<file path="config.mk">
export PLATFORM = sky130hd
export DESIGN_NAME = seq_shift_add_mul
export DESIGN_NICKNAME = d
export VERILOG_FILES = /design/src/rtl/mul_pkg.sv /design/src/rtl/mul_shift_stage.sv /design/src/rtl/seq_shift_add_mul.sv
export SDC_FILE = /design/constraint.sdc
export NUM_CORES = 1
export LEC_CHECK = 0
export ABC_AREA = 1
export ABC_CLOCK_PERIOD_IN_PS = 3000
export BUFFER_PORTS_ARGS = -buffer_cell sky130_fd_sc_hd__buf_2
export CAP_MARGIN = 10
export CORE_MARGIN = 1
export CORE_UTILIZATION = 53
export DETAILED_ROUTE_END_ITERATION = 10
export GPL_ROUTABILITY_DRIVEN = 0
export GPL_TIMING_DRIVEN = 1
export PLACE_DENSITY = 0.76
export REMOVE_ABC_BUFFERS = 1
export SLEW_MARGIN = 0
export SYNTH_ARGS = -nofsm -noshare
export SYNTH_HDL_FRONTEND = slang
export SYNTH_SLANG_ARGS = --single-unit
</file>
<file path="constraint.sdc">
create_clock -name clk -period 3 [get_ports clk]
set_input_delay 0.6 -clock clk [delete_from_list [all_inputs] [get_ports clk]]
set_output_delay 0.6 -clock clk [all_outputs]
set_load 0.03 [all_outputs]
</file>
<file path="src/rtl/mul_pkg.sv">
// Shared definitions for the sequential shift-add multiplier.
//   state_t : FSM state encoding (IDLE / RUN / DONE)
//   clog2() : constant function giving the bit-counter width for N operand bits
package mul_pkg;

  typedef enum logic [1:0] {
    IDLE = 2'd0,
    RUN  = 2'd1,
    DONE = 2'd2
  } state_t;

  // Width needed to index N bits (0 .. N-1); at least 1 for N >= 2.
  function automatic int unsigned clog2(input int unsigned n);
    int unsigned r;
    int unsigned v;
    r = 0;
    v = n - 1;
    while (v > 0) begin
      r++;
      v = v >> 1;
    end
    return (r == 0) ? 1 : r;
  endfunction

endpackage

</file>
<file path="src/rtl/mul_shift_stage.sv">
// One combinational partial-product step of the shift-add multiplier.
// Ports:
//   acc_i [2N-1:0] : running accumulator
//   a_i   [N-1:0]  : latched multiplicand
//   idx_i [CW-1:0] : multiplier bit index being processed
//   bit_i          : value of b[idx_i]
//   sub_i          : subtract the partial product instead of adding it
//   acc_o [2N-1:0] : accumulator after this step
module mul_shift_stage
  import mul_pkg::*;
#(
  parameter int unsigned N      = 8,
  parameter int unsigned SIGNED = 1,
  parameter int unsigned CW     = clog2(N)
) (
  input  logic [2*N-1:0] acc_i,
  input  logic [N-1:0]   a_i,
  input  logic [CW-1:0]  idx_i,
  input  logic           bit_i,
  input  logic           sub_i,
  output logic [2*N-1:0] acc_o
);

  logic           ext_bit;
  logic [2*N-1:0] a_ext;
  logic [2*N-1:0] pp;

  always_comb begin
    ext_bit = (SIGNED != 0) ? a_i[N-1] : 1'b0;
    a_ext   = {{N{ext_bit}}, a_i};
    pp      = a_ext << idx_i;
    acc_o   = acc_i;
    if (bit_i) begin
      acc_o = sub_i ? (acc_i - pp) : (acc_i + pp);
    end
  end

endmodule

</file>
<file path="src/rtl/seq_shift_add_mul.sv">
// Sequential shift-add multiplier, one multiplier bit per clock, LSB first.
// In signed mode the MSB partial product is subtracted (two's-complement weight).
// Ports:
//   clk, rst_n          : clock, asynchronous active-low reset
//   in_valid / in_ready : operand handshake (ready only in IDLE)
//   a, b  [N-1:0]       : multiplicand, multiplier
//   out_valid/out_ready : result handshake (p held in DONE until accepted)
//   p     [2N-1:0]      : product, kept after the handshake
//   busy                : state is not IDLE
// Build option: define MUL_EARLY_TERM_EN to finish RUN as soon as the
// remaining multiplier bits are all zero (latency max(1, msb index + 1)).
module seq_shift_add_mul
  import mul_pkg::*;
#(
  parameter int unsigned N      = 8,
  parameter int unsigned SIGNED = 1
) (
  input  logic           clk,
  input  logic           rst_n,
  input  logic           in_valid,
  output logic           in_ready,
  input  logic [N-1:0]   a,
  input  logic [N-1:0]   b,
  output logic           out_valid,
  input  logic           out_ready,
  output logic [2*N-1:0] p,
  output logic           busy
);

  localparam int unsigned   CW   = clog2(N);
  localparam logic [CW-1:0] LAST = CW'(N - 1);

  state_t         state_q;
  logic [N-1:0]   a_q;
  logic [N-1:0]   b_q;
  logic [2*N-1:0] acc_q;
  logic [2*N-1:0] acc_d;
  logic [CW-1:0]  cnt_q;
  logic [2*N-1:0] p_q;
  logic           out_valid_q;

  logic [N-1:0]   b_rem;
  logic           cur_bit;
  logic           sub_step;
  logic           last_step;

  always_comb begin
    b_rem    = b_q >> cnt_q;
    cur_bit  = b_rem[0];
    sub_step = (SIGNED != 0) && (cnt_q == LAST);
`ifdef MUL_EARLY_TERM_EN
    // Done once no set bit remains above the current one.
    last_step = (b_rem[N-1:1] == '0);
`else
    last_step = (cnt_q == LAST);
`endif
  end

  mul_shift_stage #(
    .N      (N),
    .SIGNED (SIGNED),
    .CW     (CW)
  ) u_stage (
    .acc_i (acc_q),
    .a_i   (a_q),
    .idx_i (cnt_q),
    .bit_i (cur_bit),
    .sub_i (sub_step),
    .acc_o (acc_d)
  );

  always_ff @(posedge clk or negedge rst_n) begin
    if (!rst_n) begin
      state_q     <= IDLE;
      a_q         <= '0;
      b_q         <= '0;
      acc_q       <= '0;
      cnt_q       <= '0;
      p_q         <= '0;
      out_valid_q <= 1'b0;
    end else begin
      case (state_q)
        IDLE: begin
          if (in_valid) begin
            a_q     <= a;
            b_q     <= b;
            acc_q   <= '0;
            cnt_q   <= '0;
            state_q <= RUN;
          end
        end
        RUN: begin
          acc_q <= acc_d;
          cnt_q <= cnt_q + 1'b1;
          if (last_step) begin
            p_q         <= acc_d;
            out_valid_q <= 1'b1;
            state_q     <= DONE;
          end
        end
        DONE: begin
          if (out_ready) begin
            out_valid_q <= 1'b0;
            state_q     <= IDLE;
          end
        end
        default: state_q <= IDLE;
      endcase
    end
  end

  assign in_ready  = (state_q == IDLE);
  assign busy      = (state_q != IDLE);
  assign out_valid = out_valid_q;
  assign p         = p_q;

endmodule
</file>
; ---- Yosys cells after proc, flatten, opt, wreduce, memory -nomap -nowiden
; Index checks and enable logic that the tools add are counted.
[classes]
add_sub_neg = 3
multipliers = 0
div_mod_pow = 0
order_cmp = 0
n_eq_ne = 6
n_shift = 2
muxes = 13
n_bitwise = 0
reduce_logical = 9
[ops]
columns = operator, count
row1 = 16-bit 2-to-1 mux, 3
row2 = 16-bit case mux with 2 select lines, 1
row3 = 16-bit adder, 1
row4 = 16-bit by 3-bit << shifter with 16-bit output, 1
row5 = 16-bit subtractor, 1
row6 = 8-bit by 3-bit >> shifter with 1-bit output, 1
row7 = 2-bit 2-to-1 mux, 3
row8 = 2-bit case mux with 3 select lines, 1
row9 = 3-bit case mux with 2 select lines, 1
row10 = 2-bit AND reduction, 3
row11 = 3-bit AND reduction, 2
row12 = 2-bit nonzero test, 3
row13 = "2-bit inequality test, second input constant", 2
row14 = "3-bit by 1-bit adder with 3-bit output, second input constant", 1
row15 = "3-bit equality test, second input constant", 1
row16 = 3-bit 2-to-1 mux, 1
row17 = "2-bit by 1-bit equality test with 1-bit output, second input constant", 1
row18 = "2-bit equality test, second input constant", 1
row19 = 2-bit logical NOT, 1
row20 = 1-bit 2-to-1 mux, 2
row21 = "2-bit by 1-bit inequality test with 1-bit output, second input constant", 1
row22 = 1-bit case mux with 2 select lines, 1
[totals]
ff_bits = 54
latchBits = 0
ram_bits = 0
mem_bits_ro = 0
inputBits = 20
out_inout_bits = 19
wordCells = 40
n_memories = 0

; ---- Longest topological paths before layout
[depth]
word_depth = 5
depth_mapped = 25
ltp_nobuf = 24

; ---- Modules after synthesis
; From an unflattened synthesis, not the netlist that was laid out.
[unflattened]
hier_cells = 535
hier_area_um2 = 4002.6
[by_module_without_submodules]
columns = mod, instances, cells_per_inst, area_per_inst_um2, seq_area_each_um2
row1 = seq_shift_add_mul, 1, 238, 2288.4, 1351.3
row2 = mul_shift_stage, 1, 297, 1714.1, 0.0

; ---- Worst setup path after synthesis
; OpenSTA, ideal clock, no wires.
[synth_path]
path_kind = register to register
from = register cnt_q[0]
to = register acc_q[15]
setup_time_ns = 0.117
arrival_time_ns = 2.939
setup_slack_ns = -0.057
stages_incl_launch_ff = 22
n_path_buf = 2
period_less_slack_ns = 3.057
path_cell_list = dfrtp_1 -> buf_6 -> buf_6 -> nand2_4 -> a21oi_2 -> nand2_1 -> ha_1 -> nand3_1 -> nor3_2 -> nand3_1 -> nor4_2 -> nor2_1 -> xor2_1 -> ha_1 -> inv_1 -> nor3_1 -> nor3b_1 -> a21oi_1 -> nand3_1 -> nand4_1 -> nand3_1 -> nand2_1
[synth_via]
elab_chain_len = 5
elab_cells_between_ends = 8
cone_classes = add/sub (2) / eq/ne (1) / shift (2) / mux (3)
[synth_lines]
columns = item, line_no
row1 = "start, declared", seq_shift_add_mul.sv:38  ; logic [CW-1:0] cnt_q;
row2 = "start signal, assigned", seq_shift_add_mul.sv:94  ; cnt_q <= cnt_q + 1'b1;
row3 = 16-bit by 3-bit << shifter with 16-bit output, mul_shift_stage.sv:31  ; pp = a_ext << idx_i;
row4 = 16-bit adder or 16-bit subtractor (tied branches), mul_shift_stage.sv:34  ; acc_o = sub_i ? (acc_i - pp) : (acc_i + pp);
row5 = 16-bit 2-to-1 mux, mul_shift_stage.sv:34
row6 = 16-bit 2-to-1 mux (*), mul_shift_stage.sv:33  ; if (bit_i) begin
row7 = 16-bit case mux with 2 select lines (*), seq_shift_add_mul.sv:82  ; case (state_q)
row8 = "end signal, assigned", seq_shift_add_mul.sv:77  ; acc_q <= '0;
row9 = "end signal, assigned", seq_shift_add_mul.sv:87  ; acc_q <= '0;
row10 = "end signal, assigned", seq_shift_add_mul.sv:93  ; acc_q <= acc_d;
row11 = "end, declared", seq_shift_add_mul.sv:36  ; logic [2*N-1:0] acc_q;
; Every way passes the cells marked *; elsewhere a longest branch is shown, timed or not.
; A chain may end at the register's enable or synchronous reset.

; ---- Worst setup path in the final report
[layout_path]
from = register cnt_q[0]
to = register p_q[15], in the netlist p[15]
[layout_via]
elab_chain_len = 4
elab_cells_between_ends = 8
cone_classes = add/sub (2) / eq/ne (1) / shift (2) / mux (2) / reduce/logical (1)
[layout_lines]
columns = item, line_no
row1 = 16-bit by 3-bit << shifter with 16-bit output, mul_shift_stage.sv:31
row2 = 16-bit adder or 16-bit subtractor (tied branches), mul_shift_stage.sv:34
row3 = 16-bit 2-to-1 mux, mul_shift_stage.sv:34
row4 = 16-bit 2-to-1 mux, mul_shift_stage.sv:33
row5 = "end signal, assigned", seq_shift_add_mul.sv:79  ; p_q <= '0;
row6 = "end signal, assigned", seq_shift_add_mul.sv:96  ; p_q <= acc_d;
row7 = "end, declared", seq_shift_add_mul.sv:39  ; logic [2*N-1:0] p_q;
; Several ways; a longest one is shown, not always the timed one.

==> reports/metrics.yaml <==
synthesis:
  synth_async_sr_flop_share_pct: 100.0
  synth.top_cells.by_area: "sky130_fd_sc_hd__dfrtp_1, sky130_fd_sc_hd__nand2_1, sky130_fd_sc_hd__ha_1, sky130_fd_sc_hd__o21ai_0, sky130_fd_sc_hd__nand3_1"
  synth-simple-area-share_pct: 30.65
  yosys.area.top_type_share_pct: 37.15
  ys_warn_count: 0
  synth_enable_flop_cells: 0
  synth_top_cell_by_area: "sky130_fd_sc_hd__dfrtp_1"
  arithmetic_cell_share_of_the_synthesized_area_counting_full_adders_half_adders_and_majority_gates_pct: 6.742
  post_synth_num_cell_types: 40
  synthMuxAreaShare_pct: 0.2752
  synth_compound_gate_area_share_pct: 13.79
  synth_sequential_area_ratio_pct: 37.15
  combinational_family_with_the_most_area_after_synthesis: "simple AND/OR/NAND/NOR gates"
  syn-mean-instance-area_um2: 7.245
  post_syn_area_um2: 3637
  postSynth.topFlopCell: "sky130_fd_sc_hd__dfrtp_1"
  yosys_register_bits: 54
  synth-xor-area-share_pct: 4.334
  post_synth_inst_count: 502
status:
  status: "finished, violations left"
  violations: "DRC, setup timing"
clocking:
  cts_num_sinks: 54
  cts.reportedPaths.clkPinSlew_ns: 0.11
  cts-hold-fix-buffers: 0
  cts_tree: "done"
  htree_levels: 2
  max-clock-path-buffers: 2
  clockRootBuffer: "sky130_fd_sc_hd__clkbuf_8"
  cts-buffers-inserted: 5
  clock_insertion_delay_at_the_later_pin_of_the_skew_report_ns: 0.33
global_route:
  grt_max_degree: 32
  grt_pass1_wl_mm: 15.94
  vias_in_the_first_global_route: 3540
  grt_overflow: 0
  grt_util_all_layers_pct: 27.40
  initial_antenna_violation_count: 0
worst_setup_path:
  crit_chain: "buf_6 > nand2_2 > nand3_1 > nand2_2 > o21ai_4 > nor2_2 > nand4_1 > o31ai_2 > xor2_1 > ha_1 > inv_4 > nor3_4 > nor3b_2 > a21oi_2 > inv_1 > nand2_1 > nand3_1 > nand2_1 > nand3_1 > nand2_1"
  worst-path-buf-inv: 3
  start_kind: "flip-flop"
  critical_path_required_ns: 3.22
  critical_path_class: "reg -> reg"
  worst_path_dominant_cell_family: "simple AND/OR/NAND/NOR gates"
  cp_slowest_cell: "sky130_fd_sc_hd__dfrtp_2"
  worst_setup_path_end_kind: "flip-flop"
  cp_max_fo: 6
  arrival_ns: 3.69
  delay_of_the_slowest_cell_on_the_worst_path_ns: 0.47
drt:
  route.vias.total: 4071
  drt_iter0_drc: 387
  final_antenna_net_count: 0
  routedWlPerCell_um: 17.12
  detail_route.drc_violations: 2
  route.detailed.vias_per_inst: 5.883
  detail_route.wirelength_mm: 11.85
  drt-pass1-iter-count: 8
floorplanning:
  die_h_um: 84.84
  design.core.area_um2: 6495
  fp-row-count: 29
  initial_utilization_pct: 56.00
  fp.dieW_um: 84.84
  die_area_um2: 7198
  num_io_pins: 39
placed_design:
  placement.setup.worst_slack_ns: -0.3299
  dpl.cell_count: 664
  portBuffers: 38
  dp.final_hpwl_mm: 6.482
sta:
  post-route-worst-setup-slack_ns: -0.4676
  final_min_period_over_clock_period_pct: 115.6
  final_max_slew_viol_count: 0
  max_transition_margin_pct: 38.19
  tightest_slew_ns: 0.9262
  max_freq_mhz: 288.4
  fin_tns_setup_ns: -4.019
  max_clock_skew_ns: 0.01041
  total_setup_violations_reported_at_the_end_of_the_flow: 16
  rsz0062_at_grt: "yes"
  hold_viol_final: 0
  worst_hold_slack_ns: 0.2731
  min_period_ns: 3.468
cells_and_area:
  filler_cell_count: 407
  finalNetCount: 653
  drive_above_1_share_pct: 38.37
  number_of_inserted_diodes: 0
  final_cell_count_no_fill: 692
  area_growth_syn_to_layout_pct: 38.77
min_path:
  hp-class: "in -> async"
run:
  timing.max_cap.violations: 0
[kinds of logic after synthesis]
logic type | after synthesis
buf+inv | 60
xor+xnor | 18
mux | 1
simple gates | 260
compound gates | 90
fa+ha+maj | 19
flops | 54
[metrics by stage]
step           utilization, %  area (µm²)
5_1_grt                 77.71        5047
3_5_place_dp            66.44        4315
4_1_cts                 70.66        4589
6_report                77.71        5047
2_1_floorplan               -        3541
3_3_place_gp            66.44        4315
[routing by layer]
metal	track usage (%)	part of all wire, %	up-vias
li1	-	-	1874
met1	35.63	40	1892
met2	45.82	48	245
met3	4.183	7.6	60
met4	11.56	4.7	0
met5	0	0	-
[layout by cell type (no fill, tap or decap), types with 3 or more instances in the layout]
cell,n
sky130_fd_sc_hd__o22ai_1,7
sky130_fd_sc_hd__inv_2,8
sky130_fd_sc_hd__nor2_1,11
sky130_fd_sc_hd__nand3_2,13
sky130_fd_sc_hd__buf_2,38
sky130_fd_sc_hd__nand2_4,4
sky130_fd_sc_hd__inv_4,4
sky130_fd_sc_hd__a21oi_2,11
sky130_fd_sc_hd__ha_4,3
sky130_fd_sc_hd__inv_1,30
sky130_fd_sc_hd__clkbuf_8,5
sky130_fd_sc_hd__nand3_1,23
sky130_fd_sc_hd__o21ai_4,3
sky130_fd_sc_hd__o21ai_1,9
sky130_fd_sc_hd__nor2_2,4
sky130_fd_sc_hd__a21oi_1,12
sky130_fd_sc_hd__nand2_1,164
sky130_fd_sc_hd__a21oi_4,4
sky130_fd_sc_hd__nor3_4,3
sky130_fd_sc_hd__nand2_2,20
sky130_fd_sc_hd__ha_1,14
sky130_fd_sc_hd__nand3_4,7
sky130_fd_sc_hd__o21ai_0,30
sky130_fd_sc_hd__xor2_1,14
sky130_fd_sc_hd__buf_6,8
sky130_fd_sc_hd__dfrtp_1,52
sky130_fd_sc_hd__buf_4,77
sky130_fd_sc_hd__xnor2_1,4
sky130_fd_sc_hd__o21ai_2,7
[worst paths after layout]
path | from | endpoint | slack (ns) | cells past startpoint
worst max-delay path | cnt_q[0] | p[15] | -0.47 | 20
worst min-delay path | rst_n | p[5] | 0.27 | 1
worst max register to register | cnt_q[0] | p[15] | -0.47 | 20
worst min register to register | p[1] | p[1] | 0.49 | 2
max in group asynchronous | rst_n | cnt_q[0] | 1.93 | 2
min in group clk | b[1] | b_q[1] | 0.46 | 3
[synthesized netlist by cell type (2+ instances only)]
library cell	number
sky130_fd_sc_hd__a21oi_1	25
sky130_fd_sc_hd__a21oi_2	2
sky130_fd_sc_hd__buf_2	8
sky130_fd_sc_hd__buf_6	2
sky130_fd_sc_hd__clkbuf_1	7
sky130_fd_sc_hd__dfrtp_1	54
sky130_fd_sc_hd__ha_1	18
sky130_fd_sc_hd__inv_1	38
sky130_fd_sc_hd__inv_2	3
sky130_fd_sc_hd__nand2_1	184
sky130_fd_sc_hd__nand2_2	3
sky130_fd_sc_hd__nand3_1	38
sky130_fd_sc_hd__nand3_2	5
sky130_fd_sc_hd__nand4_1	2
sky130_fd_sc_hd__nor2_1	15
sky130_fd_sc_hd__nor2_2	2
sky130_fd_sc_hd__nor3_1	2
sky130_fd_sc_hd__o211ai_1	2
sky130_fd_sc_hd__o21ai_0	40
sky130_fd_sc_hd__o21ai_1	6
sky130_fd_sc_hd__o21ai_2	3
sky130_fd_sc_hd__o22ai_1	7
sky130_fd_sc_hd__or2_1	2
sky130_fd_sc_hd__or2_2	2
sky130_fd_sc_hd__xnor2_1	4
sky130_fd_sc_hd__xor2_1	14
[sequential cells by signal, summed over array words and instances (netlist names)]
signal / cells
a_q: 8
acc_q: 16
b_q: 8
cnt_q: 3
out_valid: 1
p: 16
state_q: 2
[final cells by class]
cell class	instances	area, µm²	share of cell area (%)
Multi-Input combinational cell	388	2477	49.08
Sequential cell	54	1354	26.82
Timing Repair Buffer	123	858.3	17.01
Inverter	42	167.7	3.322
Tap cell	77	96.34	1.909
Clock buffer	5	68.82	1.363
Clock inverter	3	25.02	0.4958
[what timing repair did]
item | CTS | global route
endpoints found under the setup margin | 16 | 22
gates cloned | 0 | 0
resized for setup | 47 | 82
pin swaps | 30 | 45
endpoints found under the hold margin | 0 | 0
buffers inserted | 6 | 14
Power is left out: the tool's default activity adds up to more than one toggle a clock period on the data nets, which glitch-free logic cannot reach.
